### src/rtl/lccde_pkg.sv
// Shared types and helpers for the lccde_filter_mac difference-equation filter.
//   state_e    : FSM state encoding (IDLE, MAC)
//   B_BASE     : coefficient address of b0
//   a_base()   : coefficient address of a1 (equals NB)
//   addr_width : coefficient address width, at least 1
//   acc_width  : accumulator width DW+CW+clog2(NB+NA)+1
//   sat()      : clamp a wide signed value to a dw-bit two's complement range
package lccde_pkg;

  typedef enum logic [0:0] {IDLE, MAC} state_e;

  localparam int unsigned B_BASE = 0;

  function automatic int unsigned a_base(input int unsigned nb);
    return nb;
  endfunction

  function automatic int unsigned addr_width(input int unsigned ntaps);
    return (ntaps > 1) ? $clog2(ntaps) : 1;
  endfunction

  function automatic int unsigned acc_width(input int unsigned dw, input int unsigned cw,
                                            input int unsigned nb, input int unsigned na);
    return dw + cw + $clog2(nb + na) + 1;
  endfunction

  function automatic logic signed [63:0] sat(input logic signed [63:0] v,
                                             input int unsigned dw);
    logic signed [63:0] hi;
    logic signed [63:0] lo;
    hi = (64'sd1 <<< (dw - 1)) - 64'sd1;
    lo = -(64'sd1 <<< (dw - 1));
    if (v > hi) return hi;
    if (v < lo) return lo;
    return v;
  endfunction

endpackage

### src/rtl/lccde_mac.sv
// Shared multiply-accumulate datapath for lccde_filter_mac.
// Optional build macro: LCCDE_ROUND_EN (round half up before the shift; default truncates).
// Ports:
//   clk, reset  : system clock, synchronous active-high reset (clears the accumulator)
//   clr_i       : load accumulator with zero (start of a new sample)
//   en_i        : accumulate this cycle's product
//   sub_i       : subtract the product instead of adding (feedback taps)
//   coef_i      : signed coefficient
//   operand_i   : signed sample operand
//   result_o    : sat((acc + / - coef*operand [+ half]) >>> FRAC), the value y takes
//                 on the last MAC cycle
module lccde_mac import lccde_pkg::*; #(
  parameter int unsigned DW   = 8,
  parameter int unsigned CW   = 8,
  parameter int unsigned AW   = 20,
  parameter int unsigned FRAC = 6
) (
  input  logic                 clk,
  input  logic                 reset,
  input  logic                 clr_i,
  input  logic                 en_i,
  input  logic                 sub_i,
  input  logic signed [CW-1:0] coef_i,
  input  logic signed [DW-1:0] operand_i,
  output logic signed [DW-1:0] result_o
);

`ifdef LCCDE_ROUND_EN
  localparam logic signed [AW-1:0] RoundC =
      (FRAC > 0) ? (AW'(1) << ((FRAC > 0) ? FRAC - 1 : 0)) : '0;
`endif

  logic signed [CW+DW-1:0] prod;
  logic signed [AW-1:0]    prod_ext;
  logic signed [AW-1:0]    acc_q, acc_d, acc_next;
  logic signed [AW-1:0]    biased, shifted;
  logic signed [63:0]      wide;

  always_comb begin
    prod     = $signed({{DW{coef_i[CW-1]}}, coef_i}) *
               $signed({{CW{operand_i[DW-1]}}, operand_i});
    prod_ext = {{(AW-CW-DW){prod[CW+DW-1]}}, prod};
    // Subtracting a*y is the same as adding a*(-y) without needing a DW+1 bit operand.
    acc_next = sub_i ? (acc_q - prod_ext) : (acc_q + prod_ext);
`ifdef LCCDE_ROUND_EN
    biased   = acc_next + RoundC;
`else
    biased   = acc_next;
`endif
    shifted  = biased >>> FRAC;
    wide     = {{(64-AW){shifted[AW-1]}}, shifted};
    result_o = DW'(sat(wide, DW));
  end

  always_comb begin
    acc_d = acc_q;
    if (clr_i) begin
      acc_d = '0;
    end else if (en_i) begin
      acc_d = acc_next;
    end
  end

  always_ff @(posedge clk) begin
    if (reset) begin
      acc_q <= '0;
    end else begin
      acc_q <= acc_d;
    end
  end

endmodule

### src/rtl/lccde_filter_mac.sv
// Constant-coefficient linear difference-equation filter with one shared multiplier:
//   y[n] = sat((sum b_k*x[n-k] - sum a_j*y[n-j]) >>> FRAC)
// Optional build macro: LCCDE_ROUND_EN (round half up; default truncates).
// Ports:
//   clk, reset          : system clock, synchronous active-high reset
//   coef_we/addr/data   : coefficient write, 0..NB-1 -> b_k, NB..NB+NA-1 -> a_1..a_NA,
//                         taken only in IDLE; out-of-range addresses are dropped
//   in_valid/in_ready/x : sample input handshake
//   out_valid/y         : one-cycle pulse with new y; y holds between pulses
//   busy                : high while taps are being accumulated
module lccde_filter_mac import lccde_pkg::*; #(
  parameter int unsigned DW   = 8,
  parameter int unsigned CW   = 8,
  parameter int unsigned FRAC = 6,
  parameter int unsigned NB   = 3,
  parameter int unsigned NA   = 2
) (
  input  logic                                clk,
  input  logic                                reset,
  input  logic                                coef_we,
  input  logic [addr_width(NB+NA)-1:0]        coef_addr,
  input  logic signed [CW-1:0]                coef_data,
  input  logic                                in_valid,
  output logic                                in_ready,
  input  logic signed [DW-1:0]                x,
  output logic                                out_valid,
  output logic signed [DW-1:0]                y,
  output logic                                busy
);

  localparam int unsigned NT    = NB + NA;
  localparam int unsigned AddrW = addr_width(NT);
  localparam int unsigned AW    = acc_width(DW, CW, NB, NA);
  localparam int unsigned ABase = a_base(NB);
  localparam int unsigned NaR   = (NA > 0) ? NA : 1;

  localparam logic [AddrW-1:0]     LastIdx = AddrW'(NT - 1);
  localparam logic signed [CW-1:0] DefB0   = CW'(1 << FRAC);

  state_e state_q, state_d;
  logic [AddrW-1:0] idx_q, idx_d;

  logic signed [DW-1:0] xh_q   [NB];
  logic signed [DW-1:0] yh_q   [NaR];
  logic signed [CW-1:0] coef_q [NT];
  logic signed [DW-1:0] y_q;
  logic                 out_valid_q;

  logic                 accept;
  logic                 last;
  logic                 coef_wr;
  logic signed [CW-1:0] mac_coef;
  logic signed [DW-1:0] mac_operand;
  logic                 mac_sub;
  logic signed [DW-1:0] mac_result;

  // FSM next state
  always_comb begin
    state_d = state_q;
    idx_d   = idx_q;
    accept  = 1'b0;
    last    = 1'b0;
    unique case (state_q)
      IDLE: begin
        if (in_valid) begin
          accept  = 1'b1;
          idx_d   = '0;
          state_d = MAC;
        end
      end
      MAC: begin
        last = (idx_q == LastIdx);
        if (last) begin
          state_d = IDLE;
        end else begin
          idx_d = idx_q + 1'b1;
        end
      end
    endcase
  end

  assign in_ready  = (state_q == IDLE);
  assign busy      = (state_q == MAC);
  assign out_valid = out_valid_q;
  assign y         = y_q;
  assign coef_wr   = coef_we && (state_q == IDLE) && (32'(coef_addr) < NT);

  // Tap select: b taps read x history, a taps read y history and subtract.
  always_comb begin
    mac_coef    = '0;
    mac_operand = '0;
    mac_sub     = 1'b0;
    for (int unsigned k = 0; k < NT; k++) begin
      if (32'(idx_q) == k) mac_coef = coef_q[k];
    end
    for (int unsigned k = 0; k < NB; k++) begin
      if (32'(idx_q) == B_BASE + k) mac_operand = xh_q[k];
    end
    for (int unsigned k = 0; k < NA; k++) begin
      if (32'(idx_q) == ABase + k) begin
        mac_operand = yh_q[k];
        mac_sub     = 1'b1;
      end
    end
  end

  lccde_mac #(
    .DW   (DW),
    .CW   (CW),
    .AW   (AW),
    .FRAC (FRAC)
  ) u_mac (
    .clk       (clk),
    .reset     (reset),
    .clr_i     (accept),
    .en_i      (busy),
    .sub_i     (mac_sub),
    .coef_i    (mac_coef),
    .operand_i (mac_operand),
    .result_o  (mac_result)
  );

  always_ff @(posedge clk) begin
    if (reset) begin
      state_q     <= IDLE;
      idx_q       <= '0;
      y_q         <= '0;
      out_valid_q <= 1'b0;
      for (int unsigned k = 0; k < NB; k++) xh_q[k] <= '0;
      for (int unsigned k = 0; k < NaR; k++) yh_q[k] <= '0;
      // Pass-through: b0 = 1.0, everything else zero.
      for (int unsigned k = 0; k < NT; k++) coef_q[k] <= (k == B_BASE) ? DefB0 : '0;
    end else begin
      state_q     <= state_d;
      idx_q       <= idx_d;
      out_valid_q <= last;
      for (int unsigned k = 0; k < NT; k++) begin
        if (coef_wr && (32'(coef_addr) == k)) coef_q[k] <= coef_data;
      end
      if (accept) begin
        xh_q[0] <= x;
        for (int unsigned k = 1; k < NB; k++) xh_q[k] <= xh_q[k-1];
      end
      if (last) begin
        y_q <= mac_result;
        if (NA > 0) begin
          yh_q[0] <= mac_result;
          for (int unsigned k = 1; k < NaR; k++) yh_q[k] <= yh_q[k-1];
        end
      end
    end
  end

endmodule

### config.mk
export PLATFORM = sky130hd
export DESIGN_NAME = lccde_filter_mac
export DESIGN_NICKNAME = d
export VERILOG_FILES = /design/src/rtl/lccde_pkg.sv /design/src/rtl/lccde_mac.sv /design/src/rtl/lccde_filter_mac.sv
export SDC_FILE = /design/constraint.sdc
export NUM_CORES = 1
export LEC_CHECK = 0
export ABC_AREA = 1
export CAP_MARGIN = 10
export CORE_UTILIZATION = 50
export DETAILED_ROUTE_END_ITERATION = 7
export PLACE_DENSITY = 0.67
export SLEW_MARGIN = 25
export SYNTH_ARGS = -nofsm -noshare
export SYNTH_HDL_FRONTEND = slang
export SYNTH_SLANG_ARGS = --single-unit
### constraint.sdc
create_clock -name clk -period 8.3 [get_ports clk]
set_input_delay 0.83 -clock clk [delete_from_list [all_inputs] [get_ports clk]]
set_output_delay 0.83 -clock clk [all_outputs]
set_load 0.01 [all_outputs]
==> metrics, run 1 <==
synthesized area per cell=7.99 um^2; clk root buf=sky130_fd_sc_hd__clkbuf_16; achievable frequency=129 MHz; combined area of all synthesized cells=9020 um^2; run status=completed; pin count of the biggest net entering global routing=29; share of flip-flops with an asynchronous set or reset after synthesis=0%; final global-route overflow total=0; measured slew at the worst slew-check pin=0.892 ns; Hold/Removal Path Class=flop to flop; via density per instance=5.03; final number of max-transition violations=0; area growth from synthesis to layout=19.9%; FF-to-FF End=yh_q[0][6]; insertion delay of the later-clocked pin in the worst-skew pair=0.42 ns; most repeated library cell on the critical path=sky130_fd_sc_hd__nand2_1; min Tclk post-route=7.78 ns; iteration-0 DRC count of the detailed router=568; net count of the mapped netlist=1,261; CTS HTree Levels=4; number of distinct library cell variants in the gate-level netlist after synthesis=46; wire length of the first global-routing pass=33,700 um; count of cell instances traversed by the critical path=45; number of clock buffers inserted by TritonCTS=17; clock tree from TritonCTS=yes; startpoint class of the critical path=flop; number of I/O port buffers=33; Net count, final=1,342; number of global-route vias before repair=6,978; summed negative setup slack over all endpoints=0 ns; synthesis warning total=0; Seq/Total Area, Yosys=34.0%; most frequent standard cell in the layout excluding fill and tap cells=sky130_fd_sc_hd__inv_1; area of the die=18,600 um^2; Worst Setup End Kind=flop; Clock Path Buffers=2; Die Span X=136 um; critical path required time=8.48 ns; number of fill cells=1,542; reg2reg path depth=45; max incr delay on CP=0.53 ns; estimated wirelength of the detail-placed design=15,500 um; commonest non-fill, non-tap cells in the layout=sky130_fd_sc_hd__inv_1, sky130_fd_sc_hd__nand2_1, sky130_fd_sc_hd__nor2_1; number of antenna violations at the first check in global routing=0; die outline height=136 um; drt drc=0; clock skew after layout=0.00542 ns; clock sink count=113; total wire length after detailed routing=20,300 um; flip-flop and latch count after synthesis=113; worst path buffer plus inverter count=10; share of layout cells above drive strength 1=16.6%; overall routing resource usage=23.6%; number of instances in the synthesized netlist=1,128; EDFF count, synth=80; via count=7,285; number of iterations in the first detailed-routing pass=5; maxcap violations=0; post-detailed-route count of antenna-violating nets=0; Top delay family on crit path=adder cells; prevailing post-synth register cell=sky130_fd_sc_hd__edfxtp_1; number of primary I/O pins=34; startpoint of the worst-slack reg-to-reg timing path=idx_q[0]; Worst EP arrival=7.96 ns; register-to-register setup slack=0.52 ns; clock transition at the register clock pins on the worst setup and hold paths after CTS=0.06 ns; slowest library cell on the worst path=sky130_fd_sc_hd__fa_1; final setup violation count=0; core area=17,500 um^2; number of hold violations in the final report=0; Routability Congestion=0.911; CP Class=flop to flop; share of the cycle needed by the critical path after routing=93.7%; Core Rows=48; detailed-route wire length per cell=14.0 um; beginning of the critical path=idx_q[0]; worst relative slew slack=40.4%; largest driver fanout on the critical path=7; final antenna diode count=0; Initial Utilization=51.6%; CP Capture Point=yh_q[0][6]
-- metal layers --
metal	routed length [um]	global-route usage (%)	up-vias
li1	-	-	3708
met1	9470	31.4	3401
met2	9570	38.2	138
met3	805	3.95	38
met4	478	9.44	0
met5	0	0	-
-- final cells by class --
cell class	instances	area (um^2)	area share, %
Clock inverter	15	150	1.39
Sequential cell	113	3070	28.4
Multi-Input combinational cell	750	5240	48.4
Clock buffer	17	425	3.93
Timing Repair Buffer	81	694	6.42
Tap cell	225	282	2.60
Inverter	246	957	8.85
-- worst reg2reg max path: cells and delay by family, from the launching register on --
kind            cells  cell delay, ns
xor+xnor            2            0.31
buf+inv            10            0.85
simple gates       23            2.47
fa+ha+maj           7            3.03
flops               1            0.38
compound gates      3            0.50
-- state kept, by name, indices dropped and copies added, names as in the netlist --
name / flops
u_mac.acc_q: 20
xh_q: 24
idx_q: 3
yh_q: 16
y: 8
busy: 1
out_valid: 1
coef_q: 40
-- stage by stage --
| stage | hold WS [ns] | setup WS [ns] | cell area [um^2] | utilization [%] | cells |
|---|---|---|---|---|---|
| final | 0.451 | 0.524 | 10800 | 61.9 | 1447 |
| after global routing | 0.469 | -0.0807 | 10800 | 61.9 | 1447 |
| after CTS | 0.456 | 0.0302 | 10300 | 59.2 | 1430 |
| after detailed placement | 0.442 | 0.0191 | 9770 | 55.9 | 1398 |
| after global placement | 0.450 | 0.0812 | 9770 | 55.9 | 1398 |
| after floorplan | 0.445 | 0.782 | 9020 | - | 1128 |
-- synthesized netlist by cell type (3+ instances only) --
cell type                  instances  area [um^2]
sky130_fd_sc_hd__a31oi_1          12         75.1
sky130_fd_sc_hd__a21oi_1          38          190
sky130_fd_sc_hd__o211ai_1         10         75.1
sky130_fd_sc_hd__clkbuf_1         15         56.3
sky130_fd_sc_hd__nor2_1          158          593
sky130_fd_sc_hd__nand3b_1          5         37.5
sky130_fd_sc_hd__dfxtp_1          33          661
sky130_fd_sc_hd__ha_1             54          676
sky130_fd_sc_hd__buf_6             3         33.8
sky130_fd_sc_hd__o21ai_1           6         30.0
sky130_fd_sc_hd__clkinv_1          3         11.3
sky130_fd_sc_hd__nand3_2           4         40.0
sky130_fd_sc_hd__inv_2             8         30.0
sky130_fd_sc_hd__nand2_4           5         56.3
sky130_fd_sc_hd__nor3_1            4         20.0
sky130_fd_sc_hd__xor2_1           21          184
sky130_fd_sc_hd__inv_1           232          871
sky130_fd_sc_hd__nor2_2            4         25.0
sky130_fd_sc_hd__a221oi_1          7         61.3
sky130_fd_sc_hd__o21ai_0          45          225
sky130_fd_sc_hd__nand3_1          34          170
sky130_fd_sc_hd__edfxtp_1         80         2400
sky130_fd_sc_hd__xnor2_1          11         96.3
sky130_fd_sc_hd__fa_1             56         1120
sky130_fd_sc_hd__nand2_2          25          156
sky130_fd_sc_hd__nand4_1          13         81.3
sky130_fd_sc_hd__nand2_1         216          811
-- cell families (layout without fill, tap and decap cells) --
| family | count (synthesis) | after routing | synth area share [%] |
|---|---|---|---|
| buf+inv | 265 | 359 | 11.4 |
| flops | 113 | 113 | 34.0 |
| compound gates | 133 | 133 | 8.80 |
| fa+ha+maj | 110 | 110 | 19.9 |
| simple gates | 474 | 474 | 22.6 |
| xor+xnor | 33 | 33 | 3.29 |
-- repair_timing --
item                                    4_1_cts  5_1_grt
setup buffers                                 0       17
endpoints found under the setup margin        7       20
resized for setup                             1       93
hold buffers                                  0        0
pin swaps                                     0       28
-- how the worst min path moves through the flow --
stage / from / endpoint / slack (ns) / cells past startpoint
after floorplan: u_mac.acc_q[0] / u_mac.acc_q[0] / 0.45 / 2
after global placement: y[4] / y[4] / 0.45 / 2
after detailed placement: y[4] / y[4] / 0.44 / 2
after CTS: y[4] / y[4] / 0.46 / 2
after global routing: y[4] / y[4] / 0.47 / 2
final: y[4] / y[4] / 0.45 / 2
Power of run 1 is not shown: default switching activity piles up to over one toggle a cycle in this logic, so the estimate is an artifact.
==> run 2: changes to the inputs <==
clock period = 9.9 ns   (was 8.3 ns; I/O delays follow)
==> metrics, run 2 (synthesis results as in run 1) <==
number of clock buffers inserted by TritonCTS=17 (unchanged); wire length of the first global-routing pass=33,600 um (-0.10%); worst path buffer plus inverter count=9 (-1); clk root buf=sky130_fd_sc_hd__clkbuf_16; most frequent standard cell in the layout excluding fill and tap cells=sky130_fd_sc_hd__inv_1; worst relative slew slack=39.7% (-0.64 points); detailed-route wire length per cell=14.4 um (+2.7%); min Tclk post-route=8.94 ns (+1.16 ns); largest driver fanout on the critical path=16 (+9); CP Class=flop to flop; clock transition at the register clock pins on the worst setup and hold paths after CTS=0.06 ns (about the same); via density per instance=5.08 (+0.90%); worst setup margin=0.962 ns (+0.438 ns); number of antenna violations at the first check in global routing=0 (unchanged); max incr delay on CP=0.56 ns (+0.03 ns); worst-case hold path end point=y[5]; setup slack after placement=1.06 ns (+1.04 ns); Worst EP arrival=9.12 ns (+1.16 ns); pin count of the biggest net entering global routing=29 (unchanged); area of the die=18,600 um^2 (unchanged); Top delay family on crit path=adder cells; Clock Path Buffers=2 (unchanged); number of I/O port buffers=33 (unchanged); hold path cells=2 (unchanged); clock tree from TritonCTS=yes; area growth from synthesis to layout=13.1%; largest registers=coef_q (40), xh_q (24), u_mac.acc_q (20); die outline height=136 um (unchanged); number of fill cells=1,569 (+1.8%); maxcap violations=0 (unchanged); iteration-0 DRC count of the detailed router=626 (+10%); Hold/Removal Path Class=flop to flop; number of global-route vias before repair=6,885 (-1.3%); Net count, final=1,298 (-3.3%); setup fix buffers added after clock tree synthesis=0 (unchanged); CTS HTree Levels=4 (unchanged); reg2reg path depth=44 (-2.2%); setup repair after global routing missed its margin=false; insertion delay of the later-clocked pin in the worst-skew pair=0.42 ns (about the same); post-detailed-route count of antenna-violating nets=0 (unchanged); startpoint of the worst-slack reg-to-reg timing path=idx_q[0]; total wire length after detailed routing=20,200 um (-0.38%); beginning of the critical path=idx_q[0]; final antenna diode count=0 (unchanged); source of the worst hold timing path=y[5]; final number of max-transition violations=0 (unchanged); measured slew at the worst slew-check pin=0.904 ns (+0.0121 ns); Initial Utilization=51.6% (unchanged); commonest non-fill, non-tap cells in the layout=sky130_fd_sc_hd__inv_1, sky130_fd_sc_hd__nand2_1, sky130_fd_sc_hd__nor2_1; drt drc=0 (unchanged); number of hold violations in the final report=0 (unchanged); startpoint class of the critical path=flop; Worst Setup End Kind=flop; core area=17,500 um^2 (unchanged); clock skew after layout=0.00849 ns (+0.00307 ns); post-cts sizing count=0 (-1); slowest library cell on the worst path=sky130_fd_sc_hd__fa_1; register with the highest flop count=coef_q; Core Rows=48 (unchanged); final global-route overflow total=0 (unchanged); FF-to-FF End=yh_q[0][4]; Largest register FFs=40 (unchanged); clock sink count=113 (unchanged); number of iterations in the first detailed-routing pass=4 (-1); run status=completed; achievable frequency=112 MHz (-13%); critical path required time=10.08 ns (+1.60 ns); number of primary I/O pins=34 (unchanged); Post-CTS Hold Buffers=0 (unchanged); share of layout cells above drive strength 1=7.89% (-8.7 points); final setup violation count=0 (unchanged); register-to-register setup slack=0.96 ns (+0.44 ns); estimated wirelength of the detail-placed design=15,600 um (+0.28%); share of the cycle needed by the critical path after routing=90.3% (-3.4 points); via count=7,127 (-2.2%); overall routing resource usage=23.6% (about the same); Die Span X=136 um (unchanged); summed negative setup slack over all endpoints=0 ns (unchanged); Routability Congestion=0.925 (+1.5%)
==> run 2: how the worst max path moves through the flow <==
| stage | to | slack, ns | cells after the start |
|---|---|---|---|
| CTS | yh_q[0][4] | 0.98 | 44 |
| floorplan | yh_q[0][0] | 2.38 | 44 |
| finish | yh_q[0][4] | 0.96 | 44 |
| detailed placement | yh_q[0][1] | 1.06 | 44 |
| global placement | yh_q[0][2] | 1.09 | 44 |
| global route | yh_q[0][0] | 0.31 | 45 |
==> run 2: layout make-up <==
| cell class | instances | area (um^2) | area share (%) |
|---|---|---|---|
| tap | 225 | 282 | 2.76 |
| inverter | 246 | 933 | 9.15 |
| sequential | 113 | 3060 | 30.0 |
| multi-input combinational | 750 | 4930 | 48.3 |
| timing repair buffer | 37 | 360 | 3.53 |
| clock inverter | 13 | 201 | 1.97 |
| clock buffer | 19 | 433 | 4.24 |
==> run 2: layer usage <==
metal	vias up	wire length, um	GRT usage, %
met3	20	1050	3.54
met5	-	0	0
met2	183	9350	38.7
met4	0	235	6.54
li1	3611	-	-
met1	3313	9600	32.4
==> run 2: metrics by stage <==
step | area [um^2] | std cells | util [%] | hold slack (ns)
3_5_place_dp | 9560 | 1371 | 54.7 | 0.438
3_3_place_gp | 9560 | 1371 | 54.7 | 0.444
5_1_grt | 10200 | 1403 | 58.4 | 0.484
2_1_floorplan | 9020 | 1128 | - | 0.445
6_report | 10200 | 1403 | 58.4 | 0.454
4_1_cts | 10200 | 1403 | 58.4 | 0.457
==> run 2: worst min-delay path: cells and delay by family (launching register included) <==
kind | cells | cell delay [ns]
AND/OR/NAND/NOR | 2 | 0.11
flip-flops | 1 | 0.31
Power of run 2 is left out for the same reason.
==> edit 1 (flow settings as in run 1) <==
Add a define of `LCCDE_ROUND_EN`.
--- a/src/rtl/lccde_mac.sv
+++ b/src/rtl/lccde_mac.sv
@@ -9,6 +9,8 @@
 //   operand_i   : signed sample operand
 //   result_o    : sat((acc + / - coef*operand [+ half]) >>> FRAC), the value y takes
 //                 on the last MAC cycle
+`define LCCDE_ROUND_EN
+
 module lccde_mac import lccde_pkg::*; #(
   parameter int unsigned DW   = 8,
   parameter int unsigned CW   = 8,
Behaviour: not the same (a bounded check fails within 10 cycles, from zero or initial values and one cycle with reset high).
==> edit 1 against run 1 <==
Worst hold slack gained 2.1 ps. Critical path depth grew 3. Cell area grew 13%. Sequential cell count is the same. Area after synthesis grew 9.1%. Final cell count grew 17%. Routed wire length grew 20%. Count of clock-buffer cells in the layout grew 2. Synthesized cell count grew 15%. Critical path type unchanged. Worst setup slack lost 120 ps.
Power is left out: the tool's default activity adds up to more than one toggle a clock period on the data nets, which glitch-free logic cannot reach.
==> edit 1: results (changes against run 1) <==
----------------------------------------------------
[Floorplanning]
  Total core area ... 19000 um^2 (+8.8%)

[Global route]
  Met1 Use GR ... 33.8% (+2.4 points)
  Vias in the first global route ... 8273 (+19%)
  Met3 usage ... 3.63% (-0.32 points)
  GR Util met2 ... 41.4% (+3.3 points)
  First-pass GRT wire length ... 39400 um (+17%)
  Overall global routing resource usage ... 25.1% (+1.5 points)

[Placed design]
  Final weighted congestion of routability-driven global placement ... 0.900 (-1.2%)
  Detail Placement HPWL ... 18400 um (+19%)
  Instance area after placement ... 10900 um^2 (+12%)

[Critical path]
  Slowest cell delay on critical path ... 560 ps (+30 ps)
  R2r setup slk ... 400 ps (-120 ps)
  Critical path data arrival time ... 8070 ps (+110 ps)
  Reg-to-Reg End ... yh_q[0][1]$_SDFFCE_PN0P_
  Startpoint of the worst-slack reg-to-reg timing path ... idx_q[1]$_SDFFE_PP0P_
  Cell depth of the worst flop-to-flop path ... 48 (+6.7%)

[Final layout]
  Non-clock buffer count in the final layout ... 121 (+49%)
  NumNets Final ... 1554 (+16%)
  Non-clock buffers, area share ... 8.32% (+1.9 points)
  Area fraction of clock buffers and clock inverters ... 4.79% (-0.53 points)
  Number of diodes added for antenna fixing ... 0 (unchanged)
  Number of clock-tree buffers in the layout ... 19 (+2)
  Count of multi-input combinational gates ... 846 (+13%)
  Multi-input combinational cell area ... 5970 um^2 (+14%)
  Largest registers in the final layout ... coef_q x40, xh_q x24, u_mac.acc_q x20
  Fraction of final layout cells sized beyond drive strength 1 ... 21.4% (+4.8 points)
  Seq area share ... 25.2% (-3.2 points)
  Number of signal-net inverters in the final layout ... 321 (+30%)

[Detailed routing]
  Met3 Routed Length ... 1250 um (+56%)
  DRC violation total after the first TritonRoute iteration ... 585 (+3.0%)
  Iteration count of the initial detailed-routing pass ... 5 (unchanged)
  WL met1 ... 11100 um (+17%)
  Vias after detailed routing ... 8436 (+16%)
  Highest metal layer used by the detailed router ... met4
  Wire length on met2 ... 11400 um (+20%)
  Total Routed Length ... 24400 um (+20%)

[Run status]
  Result of the run ... completed

[Clock tree]
  Clock tree root driver cell ... clkbuf_16

[Timing]
  Clock skew ... 11.8 ps (+6.39 ps)
  Relative slew margins ... 33.3% (-7.1 points)

[Synth]
  Most common library cells after synthesis ... inv_1 (301), nand2_1 (268), nor2_1 (146)
  Sequential fraction of the synthesis area ... 31.1% (-2.8 points)
  Top post-synthesis cells by area ... edfxtp_1 (24%), inv_1 (11%), fa_1 (11%)
  Net Count, Synth ... 1431 (+13%)

[Worst hold path]
  Min-delay src ... y[5]$_SDFFE_PP0P_
  Hold endpoint ... y[5]$_SDFFE_PP0P_

----------------------------------------------------
edit 1: cell count changes after synthesis, moves of 6 or more:
cell,before,now
inv_1,232,301
nor2_2,4,15
nand2_1,216,268
o211ai_1,10,16
a31oi_1,12,6
nand3_1,34,52
nor2_1,158,146
edit 1: through the flow:
step | worst slack (ps) | utilization (%) | setup TNS (ps) | hold WS [ps] | std cells
2_1_floorplan | 572 | - | 0 | 445 | 1297
3_3_place_gp | -31.3 | 57.4 | -175 | 454 | 1637
3_5_place_dp | -34.1 | 57.4 | -197 | 441 | 1637
4_1_cts | 6.47 | 60.5 | 0 | 456 | 1669
5_1_grt | -76.1 | 64.1 | -466 | 467 | 1693
6_report | 402 | 64.1 | 0 | 453 | 1693
edit 1: worst max path at each step:
stage	to	slack, ps
2_1_floorplan	yh_q[0][0]$_SDFFCE_PN0P_	570
3_3_place_gp	yh_q[0][4]$_SDFFCE_PN0P_	-30
3_5_place_dp	yh_q[0][4]$_SDFFCE_PN0P_	-30
4_1_cts	yh_q[0][1]$_SDFFCE_PN0P_	6
5_1_grt	yh_q[0][6]$_SDFFCE_PN0P_	-80
6_report	yh_q[0][1]$_SDFFCE_PN0P_	400
edit 1: what timing repair did:
action / 4_1_cts / 5_1_grt
cloned: 0 / 2
pin swaps: 0 / 58
resized for setup: 4 / 140
setup endpoints to repair: 8 / 20
setup buffers: 0 / 22
edit 1: critical path, delay by kind of cell (launching register included):
family          cells  cell delay, ps
simple gates       23            2160
fa+ha+maj           7            2810
xor+xnor            2             380
buf+inv            11            1120
flops               1             360
compound gates      5             820
edit 1: cell families after synthesis:
| family | synth area share, % |
|---|---|
| and+or+nand+nor | 25.9 |
| buffers and inverters | 13.0 |
| AOI/OAI and AO/OA | 7.97 |
| DFF | 31.1 |
| adders and majority gates | 18.4 |
| xor gates and xnor gates | 3.55 |
==> edit 2 (config.mk and constraints of run 1) <==
Made on the original files. Make the reset (`reset`) asynchronous in 2 clocked blocks. Comments in the files are not updated.
--- a/src/rtl/lccde_mac.sv
+++ b/src/rtl/lccde_mac.sv
@@ -61,7 +61,7 @@
     end
   end
 
-  always_ff @(posedge clk) begin
+  always_ff @(posedge clk or posedge reset) begin
     if (reset) begin
       acc_q <= '0;
     end else begin
--- a/src/rtl/lccde_filter_mac.sv
+++ b/src/rtl/lccde_filter_mac.sv
@@ -120,7 +120,7 @@
     .result_o  (mac_result)
   );
 
-  always_ff @(posedge clk) begin
+  always_ff @(posedge clk or posedge reset) begin
     if (reset) begin
       state_q     <= IDLE;
       idx_q       <= '0;
Function: differs if reset is asserted again (counterexample within 4 cycles, from zero or initial values and one cycle with reset high); with reset held inactive, the same outputs for 4 cycles.
==> edit 2 against run 1 <==
Critical path depth is 1 lower. Sequential cell count fell by 8. Critical endpoint is now y[5]$_DFFE_PP0P_. Routed wire length up 1.8%. Cell area shrank 7.0%. Non-clock buffer count fell by 8. Core utilization is 3.7 points lower. Via count is 1.7% higher. Worst setup slack better by 9.5 ps. Area after synthesis fell by 1.7%. Sequential share of layout area shrank 2.3 points. Critical path type unchanged. Largest cell class unchanged.
Power is not shown: default switching activity piles up to over one toggle a cycle in this logic, so the estimate is an artifact.
==> edit 2: results (changes against run 1) <==
----------------------------------------------------
[Synth]
  Top post-synthesis cells by area ... dfrtp_1 (29%), fa_1 (13%), nand2_1 (12%)
  Share of flip-flops with an asynchronous set or reset after synthesis ... 100% (+100 points)
  Most common library cells after synthesis ... nand2_1 (292), inv_1 (219), nor2_1 (121)
  Synthesized area per cell ... 7.55 um^2 (-5.5%)
  Count of unique library cells instantiated by Yosys ... 43 (-6.5%)
  Sequential fraction of the synthesis area ... 29.7% (-4.3 points)
  Net Count, Synth ... 1306 (+3.6%)
  Most common flop cell mapped by yosys ... dfrtp_1

[Critical path]
  Element type at the critical path start ... register
  Cell depth of the worst flop-to-flop path ... 44 (-2.2%)
  R2r setup slk ... 530 ps
  Maximum fanout along the worst path ... 9 (+2)
  Startpoint of the worst-slack reg-to-reg timing path ... idx_q[1]$_DFFE_PP0P_
  Slowest CP cell ... fa_1
  Slowest cell delay on critical path ... 550 ps (+20 ps)
  Critical path data arrival time ... 8060 ps (+100 ps)
  Timing endpoint of the critical path ... y[5]$_DFFE_PP0P_

[Detailed routing]
  Highest metal layer used by the detailed router ... met4
  Iteration count of the initial detailed-routing pass ... 4 (-1)
  Average routed wire per standard cell ... 14.3 um (+1.6%)
  DRC violation total after the first TritonRoute iteration ... 309 (-46%)
  WL met1 ... 10200 um (+7.3%)
  Met3 Routed Length ... 629 um (-22%)
  Wire length on met2 ... 9690 um (+1.3%)
  Total Routed Length ... 20700 um (+1.8%)
  Detail-routed via count per cell ... 5.11 (+1.4%)

[Placed design]
  Detail Placement HPWL ... 16200 um (+4.4%)
  Placed insts ... 1428 (+2.1%)
  Pre-CTS WS ... -198 ps (-217 ps)
  Final weighted congestion of routability-driven global placement ... 0.898 (-1.4%)
  Instance area after placement ... 9540 um^2 (-2.3%)

[Final layout]
  Fraction of final layout cells sized beyond drive strength 1 ... 9.95% (-6.7 points)
  Fill cell count ... 1671 (+8.4%)
  Fraction of the core area covered by cells at the end of the flow ... 58.2% (-3.7 points)

[Clock tree]
  Buffer depth of the longest clock path ... 2 (unchanged)
  Number of buffers added by the clock tree synthesis step ... 9 (-8)
  Post-cts resize count ... 1 (unchanged)
  Clock-pin transition on the worst setup and hold timing paths ... 80 ps (+20 ps)
  H-Tree Depth ... 3 (-1)
  Clock tree root driver cell ... clkbuf_16
  Clock network latency to the later pin of the worst-skew pair ... 350 ps (-70 ps)

[Global route]
  Met3 usage ... 2.89% (-1.1 points)
  Vias in the first global route ... 7057 (+1.1%)
  Met1 Use GR ... 34.3% (+2.9 points)
  GR Util met2 ... 38.6% (+0.48 points)
  First-pass GRT wire length ... 34600 um (+2.8%)
  Maximum number of pins on one net before global-route repair ... 79 (+170%)
  Overall global routing resource usage ... 24.0% (+0.36 points)

[Worst hold path]
  Hold endpoint ... coef_q[13]$_DFFE_PP0P_
  Min-delay src ... coef_q[13]$_DFFE_PP0P_

[Run status]
  Result of the run ... completed

[Timing]
  Relative slew margins ... 52.7% (+12 points)
  Min Tclk post-route ... 7770 ps (-9.46 ps)
  Clock skew ... 13.1 ps (+7.70 ps)
  Minimum hold slack ... 485 ps (+33.9 ps)

----------------------------------------------------
-- edit 2: kinds of logic (layout without fill, tap and decap cells) --
group,count (synthesis),in the layout,synth area share (%)
buf+inv,258,311,11.5
xor+xnor,26,26,2.57
fa+ha+maj,110,110,20.3
mux,9,9,1.14
flops,105,105,29.7
compound gates,179,179,11.8
simple gates,486,486,23.0
-- edit 2: layout make-up --
| cell class | count | area share, % |
|---|---|---|
| Clock buffer | 9 | 2.24 |
| Clock inverter | 6 | 0.746 |
| Inverter | 223 | 8.47 |
| Multi-Input combinational cell | 810 | 53.2 |
| Sequential cell | 105 | 26.1 |
| Tap cell | 225 | 2.80 |
| Timing Repair Buffer | 73 | 6.38 |
-- edit 2: worst max-delay path, delay by kind of cell (launching register included) --
kind	cells	cell delay, ps
adders and majority gates	7	2910
and+or+nand+nor	20	2000
buffers and inverters	9	1120
AOI/OAI and AO/OA	7	1050
DFF	1	400
xor gates and xnor gates	1	180
